[src/rtl/cpu_pkg.sv]
// Shared core definitions: default widths, reset/start address and the
// program-counter sequencing states.
package cpu_pkg;

  localparam int unsigned PC_W      = 10;
  localparam int unsigned LUT_IDX_W = 4;

  localparam logic [PC_W-1:0] START_PC = '0;

  typedef enum logic [1:0] {
    IDLE = 2'd0,
    RUN  = 2'd1,
    DONE = 2'd2
  } pc_state_t;

endpackage

[src/rtl/branch_lut.sv]
// Programmable branch-target table: one synchronous write port, one
// combinational read port, cleared by asynchronous reset.
module branch_lut #(
  parameter int unsigned IDX_W  = 4,
  parameter int unsigned DATA_W = 10
) (
  input  logic              clk,
  input  logic              rst_n,
  input  logic              i_we,
  input  logic [IDX_W-1:0]  i_waddr,
  input  logic [DATA_W-1:0] i_wdata,
  input  logic [IDX_W-1:0]  i_raddr,
  output logic [DATA_W-1:0] o_rdata
);

  localparam int unsigned DEPTH = 2 ** IDX_W;

  logic [DATA_W-1:0] r_mem [DEPTH];

  always_ff @(posedge clk or negedge rst_n) begin
    if (!rst_n) begin
      for (int unsigned i = 0; i < DEPTH; i++) begin
        r_mem[i] <= '0;
      end
    end else if (i_we) begin
      r_mem[i_waddr] <= i_wdata;
    end
  end

  // Read sees the pre-edge contents, so a colliding write is not forwarded.
  assign o_rdata = r_mem[i_raddr];

endmodule

[src/rtl/pc_ctrl.sv]
// Program-counter / control-flow stage: start-run-done sequencing, next-PC
// selection from ALU branch flags, and the shift-carry feedback register.
module pc_ctrl #(
  parameter int unsigned PC_W      = cpu_pkg::PC_W,
  parameter int unsigned LUT_IDX_W = cpu_pkg::LUT_IDX_W,
  parameter logic [PC_W-1:0] START_PC = PC_W'(cpu_pkg::START_PC)
) (
  input  logic                 clk,
  input  logic                 reset_n,
  input  logic                 start,
  input  logic                 halt,
  input  logic                 br_ne,
  input  logic                 br_lt,
  input  logic                 notequal,
  input  logic                 lessthan,
  input  logic [LUT_IDX_W-1:0] lut_idx,
  input  logic                 sc_o,
  input  logic                 sc_we,
  input  logic                 sc_clr,
  input  logic                 lut_we,
  input  logic [LUT_IDX_W-1:0] lut_waddr,
  input  logic [PC_W-1:0]      lut_wdata,
  output logic [PC_W-1:0]      prog_ctr,
  output logic                 sc_in,
  output logic                 branch_taken,
  output logic                 running,
  output logic                 done
);

  import cpu_pkg::*;

  pc_state_t       r_state;
  logic [PC_W-1:0] r_pc;
  logic            r_sc;
  logic [PC_W-1:0] w_lut_target;
  logic            w_branch;

  branch_lut #(
    .IDX_W  (LUT_IDX_W),
    .DATA_W (PC_W)
  ) u_branch_lut (
    .clk     (clk),
    .rst_n   (reset_n),
    .i_we    (lut_we),
    .i_waddr (lut_waddr),
    .i_wdata (lut_wdata),
    .i_raddr (lut_idx),
    .o_rdata (w_lut_target)
  );

  // An illegal br_ne+br_lt decode simply ORs the two conditions.
  assign w_branch = (r_state == RUN) &&
                    ((br_ne && notequal) || (br_lt && lessthan));

  always_ff @(posedge clk or negedge reset_n) begin
    if (!reset_n) begin
      r_state <= IDLE;
      r_pc    <= START_PC;
      r_sc    <= 1'b0;
    end else begin
      case (r_state)
        IDLE: begin
          r_pc <= START_PC;
          if (start) begin
            r_state <= RUN;
            r_sc    <= 1'b0;
          end
        end
        RUN: begin
          if (halt) begin
            r_state <= DONE;
          end else if (w_branch) begin
            r_pc <= w_lut_target;
          end else begin
            r_pc <= r_pc + PC_W'(1);
          end
          // Shift-carry still updates on the halting instruction.
          if (sc_clr) begin
            r_sc <= 1'b0;
          end else if (sc_we) begin
            r_sc <= sc_o;
          end
        end
        DONE: begin
          if (start) begin
            r_state <= RUN;
            r_pc    <= START_PC;
            r_sc    <= 1'b0;
          end
        end
        default: begin
          r_state <= IDLE;
          r_pc    <= START_PC;
          r_sc    <= 1'b0;
        end
      endcase
    end
  end

  assign prog_ctr     = r_pc;
  assign sc_in        = r_sc;
  assign branch_taken = w_branch;
  assign running      = (r_state == RUN);
  assign done         = (r_state == DONE);

endmodule

[config.mk]
export PLATFORM = sky130hd
export DESIGN_NAME = pc_ctrl
export DESIGN_NICKNAME = d
export VERILOG_FILES = /design/src/rtl/cpu_pkg.sv /design/src/rtl/branch_lut.sv /design/src/rtl/pc_ctrl.sv
export SDC_FILE = /design/constraint.sdc
export NUM_CORES = 1
export LEC_CHECK = 0
export BUFFER_PORTS_ARGS = -buffer_cell sky130_fd_sc_hd__buf_4
export CORE_UTILIZATION = 61
export DETAILED_ROUTE_END_ITERATION = 8
export PLACE_DENSITY = 0.8
export SLEW_MARGIN = 20
export SYNTH_ARGS = -nofsm -noshare
export SYNTH_HDL_FRONTEND = slang
export SYNTH_SLANG_ARGS = --single-unit
export TNS_END_PERCENT = 30
[constraint.sdc]
create_clock -name clk -period 2.4 [get_ports clk]
set_input_delay 0.48 -clock clk [delete_from_list [all_inputs] [get_ports clk]]
set_output_delay 0.48 -clock clk [all_outputs]
set_load 0.02 [all_outputs]
==> flow_summary.yaml, run 1 <==
setup_path:
  timing.critical_path.cells: "nand2b_1, inv_1, nand2_1, clkinvlp_4, buf_4"
  critPathSlowestCell: "dfrtp_1"
  timing.critical_path.buf_inv: 3
  worst_ep_arrival_time_ns: 1.79
  critical_path_class: "flop to output pin"
  crit_fanout: 11
  cp_startpoint_kind: "flop"
  critical-path-top-delay-family: "buffers and inverters"
  timing.critical_path.slowest_cell_delay_ns: 0.42
  required_ns: 1.92
  critPathCaptureType: "output pin"
clock_tree:
  htree_num_levels: 4
  cts.clk_slew.worst_paths_ns: 0.06
  cts_sinks: 173
  post-cts-setup-buffer-count: 0
  cts_buffer_depth: 2
  clock-root-buffer: "clkbuf_16"
  clock_tree_from_tritoncts: "yes"
  insertion_delay_ns: 0.44
  numCtsBuffers: 17
timing:
  normalized_max_slew_margin: 0.4689
  period_share: 0.9474
  setup_tns_ns: 0
  finalWorstSetupSlack_ns: 0.1262
  final-setup-viol-count: 0
  final.setup_skew_ns: 0.01212
  hold_violations: 0
  worst_margin_slew_ns: 0.7967
  period_minus_slack_ns: 2.274
  final_slew_violations: 0
  rsz0062_at_grt: "false"
  max_clk_rate_ghz: 0.4398
  finalHoldWorstSlack_ns: 0.2291
detailed_routing:
  post_drt_wl_per_cell_um: 24.25
  postRouteAntennaNets: 0
  initialDrtViolationCount: 515
  routed_via_density: 6.582
  vias: 5167
  finalWirelength_um: 19040
  drt_pass1_iterations: 5
  drc: 0
place:
  detailedPlacementHpwl_um: 12260
  dpl_worst_slack_ns: 0.1299
  place.gp.congestion: 0.9036
  post_dp_cell_area_sq_um: 8723
  port_buffers: 43
  dp.cells: 752
layout:
  post-route-cell-area_sq_um: 9349
  fin_cells: 785
  insertedDiodeCount: 0
  post_route_cells_drive_above_1_share: 0.4910
  areaGrowthSynthToFinish_pct: 15.72
  final_core_util: 0.7319
  nets: 631
logic_synthesis:
  async_flop_share: 1.000
  syn-instance-count: 542
  yosys_register_bits: 173
  seq_area_frac_synth: 0.5359
  postSynthAreaPerCell_sq_um: 14.91
  netlist.area_leader.share: 0.5359
  synth_enable_flop_cells: 0
  ys_top_cells_by_area: "dfrtp_1, mux2_2, mux4_2, mux4_1, mux2i_1"
  yosysTopAreaCell: "dfrtp_1"
  synth.most_common_cell: "dfrtp_1"
  syn_nets: 573
  synth_common_cells: "dfrtp_1, mux2_2, mux4_2"
  syn_area_sq_um: 8079
  synth_cell_type_count: 50
  synth_top_flop_cell: "dfrtp_1"
  synth.yosys.warnings: 0
die:
  core_region_area_sq_um: 12770
  start_util: 0.6325
  core.rowCount: 41
  die-width_um: 117.1
  dieHeight_um: 117.1
  dieArea_sq_um: 13710
  io-pin-count: 44
power_and_ir_drop:
  cellPowerDensity_nw_per_um2: 893.1
  leakage_nw: 4.060
  total_power_mw: 8.349
  worst_ir_drop_vdd_mv: 0.7209
grt:
  grt-ovfl-total: 0
  grt_first_pass_wirelength_um: 30120
  grt_max_degree: 69
  grtUsageTotal: 0.3126
  antenna_found_initial: 0
  first_global_vias: 5311
outcome:
  status: "completed"
job:
  max-cap-violations: 0
hold_path:
  timing.hold.worst.class: "input pin to flop"
==> kinds of logic after synthesis <==
kind of cell / after synthesis / share of synthesized area
XOR/XNOR: 3 / 0.003253
AO/OA/AOI/OAI: 36 / 0.03438
AND/OR/NAND/NOR: 81 / 0.05219
adder cells (fa/ha/maj): 1 / 0.001548
buffers and inverters: 38 / 0.02137
flip-flops: 173 / 0.5359
multiplexers: 210 / 0.3514
==> area by class of cell <==
| class | count | area (sq um) |
|---|---|---|
| timing repair buffer | 71 | 589.3 |
| multi-input combinational | 331 | 3577 |
| tap | 172 | 215.2 |
| clock inverter | 10 | 137.6 |
| clock buffer | 22 | 474.2 |
| fill | 795 | 3425 |
| sequential | 173 | 4329 |
| inverter | 6 | 26.28 |
==> per-layer routing <==
layer | vias up | track usage | routed length (um)
met5 | - | 0 | 0
met2 | 230 | 0.4821 | 9089
met3 | 46 | 0.08084 | 1351
met1 | 2724 | 0.4335 | 8122
li1 | 2167 | - | -
met4 | 0 | 0.1165 | 477
==> sequential cells by signal, indices dropped and copies added (netlist names) <==
register            flops
prog_ctr               10
u_branch_lut.r_mem    160
sc_in                   1
r_state                 2
==> what timing repair did <==
action,4_1_cts,5_1_grt
setup endpoints to repair,0,1
hold buffers,1,0
gates resized for setup,0,1
hold endpoints to repair,1,0
==> final timing paths <==
| kind | cells past startpoint | startpoint | slack [ns] | end |
|---|---|---|---|---|
| max in group asynchronous | 3 | reset_n | 1.14 | u_branch_lut.r_mem[96] |
| worst max register to register | 6 | r_state[1] | 0.56 | prog_ctr[7] |
| worst max-delay path | 5 | r_state[0] | 0.13 | branch_taken |
| min in group asynchronous | 2 | reset_n | 0.55 | r_state[0] |
| worst min-delay path | 2 | sc_clr | 0.23 | sc_in |
| worst min register to register | 1 | u_branch_lut.r_mem[18] | 0.50 | u_branch_lut.r_mem[18] |
==> cell usage in the layout, fill, tap and decap left out, types with 2 or more instances in the layout <==
master / netlist / final
dfrtp_1: 173 / 173
mux2_2: 161 / 161
buf_4: 4 / 65
mux4_2: 35 / 35
nor2_1: 19 / 19
clkbuf_16: 0 / 17
nand2_1: 14 / 14
mux2i_1: 8 / 8
nand2b_1: 7 / 7
nor2b_1: 7 / 7
nand3_1: 7 / 7
mux4_1: 6 / 6
nor4_1: 5 / 5
inv_1: 5 / 4
or3_1: 4 / 4
o21ai_0: 4 / 4
nor3_1: 4 / 4
buf_12: 0 / 4
a22o_1: 3 / 3
clkinvlp_4: 0 / 3
nand3b_1: 3 / 3
nor3b_1: 3 / 3
nand4_1: 3 / 3
o31ai_1: 3 / 3
a22oi_1: 3 / 3
a21oi_1: 3 / 3
clkbuf_8: 0 / 3
bufinv_16: 0 / 3
clkinv_2: 0 / 3
a31o_2: 2 / 2
a221o_1: 2 / 2
a31oi_1: 2 / 2
a32o_1: 2 / 2
o41ai_1: 2 / 2
o31a_1: 2 / 2
xor2_1: 2 / 2
clkinv_4: 0 / 2
clkbuf_1: 20 / 2
==> where the power goes <==
| part | total, mW | switching (mW) | internal [mW] |
|---|---|---|---|
| Sequential | 3.95 | 0.378 | 3.57 |
| Combinational | 1.58 | 0.635 | 0.940 |
| Clock | 2.82 | 1.10 | 1.72 |
| Total | 8.35 | 2.12 | 6.23 |
Power figures use the tool's default switching activity.
==> inputs of run 2 (changes only) <==
ABC_AREA = 1   (was not set)
CELL_PAD_IN_SITES_DETAIL_PLACEMENT = 0   (was not set)
CELL_PAD_IN_SITES_GLOBAL_PLACEMENT = 1   (was not set)
CORE_UTILIZATION = 49   (was 61)
PLACE_DENSITY = not set   (was 0.8)
PLACE_DENSITY_LB_ADDON = 0.1   (was not set)
clock period = 2.62 ns   (was 2.4 ns; I/O delays follow)
==> run 2 against run 1 <==
  * Synthesized cell count up 93%
  * Critical endpoint unchanged
  * Combinational power down 13%
  * Synthesized area up 1.8%
  * Global-route usage down 3.1 points
  * First-iteration DRC count up 13%
  * Largest power group unchanged
  * Final cell count up 64%
  * Sequential share of layout area up 0.44 points
==> flow_summary.yaml, run 2 <==
outcome:
  status: "completed"
power_and_ir_drop:
  seq_power_share: 0.476
  worst_ir_drop_vdd_mv: 0.5115
  leakage_nw: 4.469
  power_dissipated_by_switching_net_loads_mw: 2.217
  comb_power_share: 0.185
  power.clock.fraction: 0.339
  total_power_mw: 7.458
  intPower_mw: 5.241
  switch_share: 0.2973
  cellPowerDensity_nw_per_um2: 805.3
timing:
  setup_tns_ns: 0
  max_clk_rate_ghz: 0.4676
  worst_margin_slew_ns: 0.8381
  final-setup-viol-count: 0
  period_share: 0.8163
  final_slew_violations: 0
  hold_violations: 0
  rsz0062_at_grt: "false"
  final.setup_skew_ns: 0.008402
  period_minus_slack_ns: 2.139
  normalized_max_slew_margin: 0.4399
logic_synthesis:
  netlist.area_leader.share: 0.5264
  yosysTopAreaCell: "dfrtp_1"
  syn-instance-count: 1046
  syn_nets: 1077
  synth.yosys.warnings: 0
  postSynthAreaPerCell_sq_um: 7.862
  synth_top_flop_cell: "dfrtp_1"
  async_flop_share: 1.000
  yosys_register_bits: 173
  seq_area_frac_synth: 0.5264
  syn_area_sq_um: 8224
  ys_top_cells_by_area: "dfrtp_1, nand2_1, o21ai_0, nand3_1, nor2_1"
  synth_cell_type_count: 28
  synth.most_common_cell: "nand2_1"
  synth_enable_flop_cells: 0
  synth_common_cells: "nand2_1, o21ai_0, dfrtp_1"
layout:
  filler_cell_count: 1587
  layout.cells.most_common_list: "nand2_1, o21ai_0, dfrtp_1"
  nets: 1092
  areaGrowthSynthToFinish_pct: 12.61
  insertedDiodeCount: 0
  largest_register_ffs: 160
  post_route_cells_drive_above_1_share: 0.1024
  layout.cells.most_common: "nand2_1"
  post-route-cell-area_sq_um: 9261
  largest-register: "u_branch_lut.r_mem"
detailed_routing:
  vias: 7024
  finalWirelength_um: 23160
  initialDrtViolationCount: 582
  drc: 0
  postRouteAntennaNets: 0
  routed_via_density: 5.445
  post_drt_wl_per_cell_um: 17.96
  drt_pass1_iterations: 6
place:
  detailedPlacementHpwl_um: 14540
  post_dp_cell_area_sq_um: 8673
  place.gp.congestion: 0.8151
  port_buffers: 43
grt:
  grt_first_pass_wirelength_um: 37240
  grt_max_degree: 60
  grt-ovfl-total: 0
  first_global_vias: 6631
  grtUsageTotal: 0.2821
  antenna_found_initial: 0
clock_tree:
  post-cts-setup-buffer-count: 0
  insertion_delay_ns: 0.43
  htree_num_levels: 4
  clock_tree_from_tritoncts: "yes"
  numCtsBuffers: 17
  clock-root-buffer: "clkbuf_16"
  cts.clk_slew.worst_paths_ns: 0.07
  cts_buffer_depth: 2
  cts_sinks: 173
  post_cts.resized_instances: 0
  postCtsHoldBufs: 0
setup_path:
  critical_path_class: "flop to output pin"
  worst_ep_arrival_time_ns: 1.61
  required_ns: 2.10
  timing.critical_path.slowest_cell_delay_ns: 0.36
  timing.critical_path.cells: "inv_1, nand2_2, inv_1, nand2_1, inv_2, buf_4"
  critPathSlowestCell: "dfrtp_1"
  crit_fanout: 10
  cp_startpoint_kind: "flop"
  critical_path.most_common_cell: "inv_1"
  critPathCaptureType: "output pin"
die:
  start_util: 0.5103
  die-width_um: 131.6
  dieArea_sq_um: 17310
  dieHeight_um: 131.6
  core_region_area_sq_um: 16120
  io-pin-count: 44
  core.rowCount: 46
hold_path:
  timing.hold.worst.class: "input pin to async pin"
job:
  max-cap-violations: 0
-- run 2: path summary, 6_finish.rpt --
| path | start | end | slack (ns) | cells past startpoint |
|---|---|---|---|---|
| max | r_state[1] | branch_taken | 0.48 | 6 |
| min | reset_n | u_branch_lut.r_mem[68] | 0.07 | 1 |
| max reg2reg | prog_ctr[0] | prog_ctr[8] | 0.86 | 8 |
| min reg2reg | u_branch_lut.r_mem[151] | u_branch_lut.r_mem[151] | 0.48 | 2 |
| max in group asynchronous | reset_n | u_branch_lut.r_mem[104] | 1.84 | 2 |
| min in group clk | lut_wdata[7] | u_branch_lut.r_mem[147] | 0.35 | 3 |
-- run 2: metal layers --
metal  GRT usage  vias up  routed length, um
li1            -     3407                  -
met4     0.07817        0                427
met3     0.04784       25               1119
met1      0.3992     3400              10910
met5           0        -                  0
met2      0.4459      192              10710
-- run 2: cells by family (layout without fill, tap and decap cells) --
family	after synthesis	after routing	share of synthesized area
and+or+nand+nor	482	482	0.2387
AOI/OAI and AO/OA	245	245	0.1526
DFF	173	173	0.5264
buffers and inverters	141	169	0.07652
xor gates and xnor gates	4	4	0.004261
adders and majority gates	1	1	0.001521
-- run 2: final cells by class --
class	count	area (sq um)	share of cell area
Multi-Input combinational cell	732	3266	0.3526
Tap cell	216	270.3	0.02918
Timing Repair Buffer	70	554.3	0.05985
Clock buffer	23	478.0	0.05161
Sequential cell	173	4329	0.4674
Clock inverter	9	110.1	0.01189
Inverter	67	254.0	0.02743
-- run 2: power by group through the flow --
stage / clock network, mW / registers [mW] / logic [mW]
global placement: 0 / 3.58 / 1.36
detailed placement: 0 / 3.59 / 1.38
floorplan: 0 / 3.54 / 0.931
global route: 2.68 / 3.62 / 1.59
CTS: 2.56 / 3.55 / 1.39
finish: 2.53 / 3.55 / 1.38
-- run 2: critical path, delay by kind of cell (launching register included) --
family / cells / cell delay [ns]
buf+inv: 4 / 0.65
flops: 1 / 0.36
simple gates: 2 / 0.17
-- run 2: metrics by stage --
| step | hold WS, ns | cells | setup WS, ns | util |
|---|---|---|---|---|
| 6_report | 0.07430 | 1290 | 0.4813 | 0.5747 |
| 4_1_cts | 0.09748 | 1290 | 0.4677 | 0.5747 |
| 3_3_place_gp | 0.4597 | 1258 | 0.5740 | 0.5382 |
| 3_5_place_dp | 0.4675 | 1258 | 0.5707 | 0.5382 |
| 2_1_floorplan | 0.2284 | 1046 | 1.074 | - |
| 5_1_grt | 0.1193 | 1290 | 0.3623 | 0.5747 |
==> inputs of run 3 (changes only) <==
CORE_UTILIZATION = 41   (was 49)
clock period = 1.75 ns   (was 2.62 ns; I/O delays follow)
==> run 3 against run 2 <==
  * Die area is 19% higher
  * Final area is 5.1% higher
  * Critical path depth stayed put
  * Routed wire length is 2.7% higher
  * Register-to-register slack worse by 0.61 ns
  * Hold slack better by 0.089 ns
  * Utilization is 7.8 points lower
  * Critical path type unchanged
==> flow_summary.yaml, run 3 (synthesis results as in run 2) <==
outcome:
  status: "completed"
grt:
  first_global_vias: 6742
  grt_max_degree: 38
  global_route.usage.met3: 0.04199
  grtUsageTotal: 0.2519
  grt_busiest_layer: "met2"
  groute.layer.met1.usage: 0.3388
  antenna_found_initial: 0
  grt.met2_usage: 0.4198
  grt_first_pass_wirelength_um: 38270
  grt-ovfl-total: 0
clock_tree:
  cts.clk_slew.worst_paths_ns: 0.07
  insertion_delay_ns: 0.43
  numCtsBuffers: 17
  cts_sinks: 173
  htree_num_levels: 4
  clock_tree_from_tritoncts: "yes"
  cts_buffer_depth: 2
  clock-root-buffer: "clkbuf_16"
setup_path:
  timing.critical_path.cells: "inv_1, nand2_2, inv_4, nand2_4, inv_2, buf_4"
  worst_ep_arrival_time_ns: 1.31
  critPathSlowestCell: "dfrtp_1"
  critical-path-top-delay-family: "flip-flops"
  timing.critical_path.slowest_cell_delay_ns: 0.37
  timing.critical_path.buf_inv: 4
  critical_path_class: "flop to output pin"
  crit_fanout: 3
  critPathCaptureType: "output pin"
  required_ns: 1.40
  cp_startpoint_kind: "flop"
place:
  dpl_worst_slack_ns: 0.005285
  place.gp.congestion: 0.7874
  detailedPlacementHpwl_um: 16130
  dp.cells: 1334
  port_buffers: 43
die:
  core.rowCount: 51
  core_region_area_sq_um: 19590
  dieHeight_um: 143.6
  dieArea_sq_um: 20630
  die-width_um: 143.6
  io-pin-count: 44
  start_util: 0.4198
detailed_routing:
  post_drt_wl_per_cell_um: 17.39
  postRouteAntennaNets: 0
  initialDrtViolationCount: 436
  drt_pass1_iterations: 5
  vias: 6926
  routed_via_density: 5.063
  drc: 0
  finalWirelength_um: 23790
timing:
  normalized_max_slew_margin: 0.6660
  worst_margin_slew_ns: 0.5004
  period_minus_slack_ns: 1.657
  final_slew_violations: 0
  period_share: 0.9471
  final-setup-viol-count: 0
  finalWorstSetupSlack_ns: 0.09264
  rsz0062_at_grt: "false"
  hold_violations: 0
  final.setup_skew_ns: 0.01020
  setup_tns_ns: 0
  max_clk_rate_ghz: 0.6034
power_and_ir_drop:
  cellPowerDensity_nw_per_um2: 1190
  leakage_nw: 4.683
  worst_ir_drop_vdd_mv: 0.7120
  total_power_mw: 11.59
hold_path:
  timing.hold.worst.class: "input pin to flop"
layout:
  insertedDiodeCount: 0
  layout.cells.most_common: "nand2_1"
  areaGrowthSynthToFinish_pct: 18.39
  filler_cell_count: 1970
  largest-register: "u_branch_lut.r_mem"
  nets: 1122
  post_route_cells_drive_above_1_share: 0.1296
  layout.cells.most_common_list: "nand2_1, o21ai_0, dfrtp_1"
  fin_cells: 1368
  final_core_util: 0.4970
  largest_register_ffs: 160
job:
  max-cap-violations: 0
==> run 3: cell count changes in the layout (fill, tap and decap cells not counted), sizes merged <==
cell / previous run / this run
buf: 70 / 99
bufinv: 2 / 4
clkbuf: 23 / 18
dlygate4sd3: 0 / 1
inv: 67 / 69
==> run 3: final cells by class <==
type | instances | area [sq um] | share of cell area
multi-input cells | 732 | 3273 | 0.3362
flip-flops and latches | 173 | 4329 | 0.4446
clock inverters | 13 | 187.7 | 0.01928
well taps | 265 | 331.6 | 0.03405
clock buffers | 18 | 439.2 | 0.04510
repair buffers | 100 | 919.6 | 0.09445
inverters | 67 | 256.5 | 0.02634
==> run 3: worst min-delay path: stages <==
cell and delay (ns):
buf_4 0.10, nand2_1 0.05, o21ai_0 0.05
==> run 3: worst paths after layout <==
| check | startpoint | slack [ns] | depth (start not counted) | end |
|---|---|---|---|---|
| setup reg to reg | r_state[1] | 0.25 | 8 | prog_ctr[9] |
| min in group asynchronous | reset_n | 0.43 | 2 | u_branch_lut.r_mem[10] |
| max in group asynchronous | reset_n | 0.74 | 3 | u_branch_lut.r_mem[54] |
| setup / recovery | r_state[1] | 0.09 | 6 | branch_taken |
| hold / removal | lut_wdata[2] | 0.16 | 3 | u_branch_lut.r_mem[62] |
| hold reg to reg | u_branch_lut.r_mem[126] | 0.48 | 2 | u_branch_lut.r_mem[126] |
==> run 3: timing repair <==
item,in CTS,in global routing
hold endpoints to repair,31,0
setup endpoints to repair,1,1
gates resized for setup,2,2
hold buffers,1,0
setup buffers,1,1
==> run 3: metal layers <==
metal | up-vias | share of wire
met5 | - | 0
met3 | 16 | 0.042
li1 | 3480 | -
met4 | 0 | 0.012
met1 | 3285 | 0.47
met2 | 145 | 0.47
==> run 3: through the flow <==
step	hold WS [ns]	instance area (sq um)
floorplan	0.05441	8224
global placement	0.3047	9075
detailed placement	0.3023	9075
CTS	0.1542	9722
global route	0.1652	9737
finish	0.1635	9737
==> run 3: where the power goes <==
group / switching, mW / internal, mW
Combinational: 1.33 / 0.915
Sequential: 0.437 / 4.84
Clock: 1.64 / 2.43
Total: 3.40 / 8.19
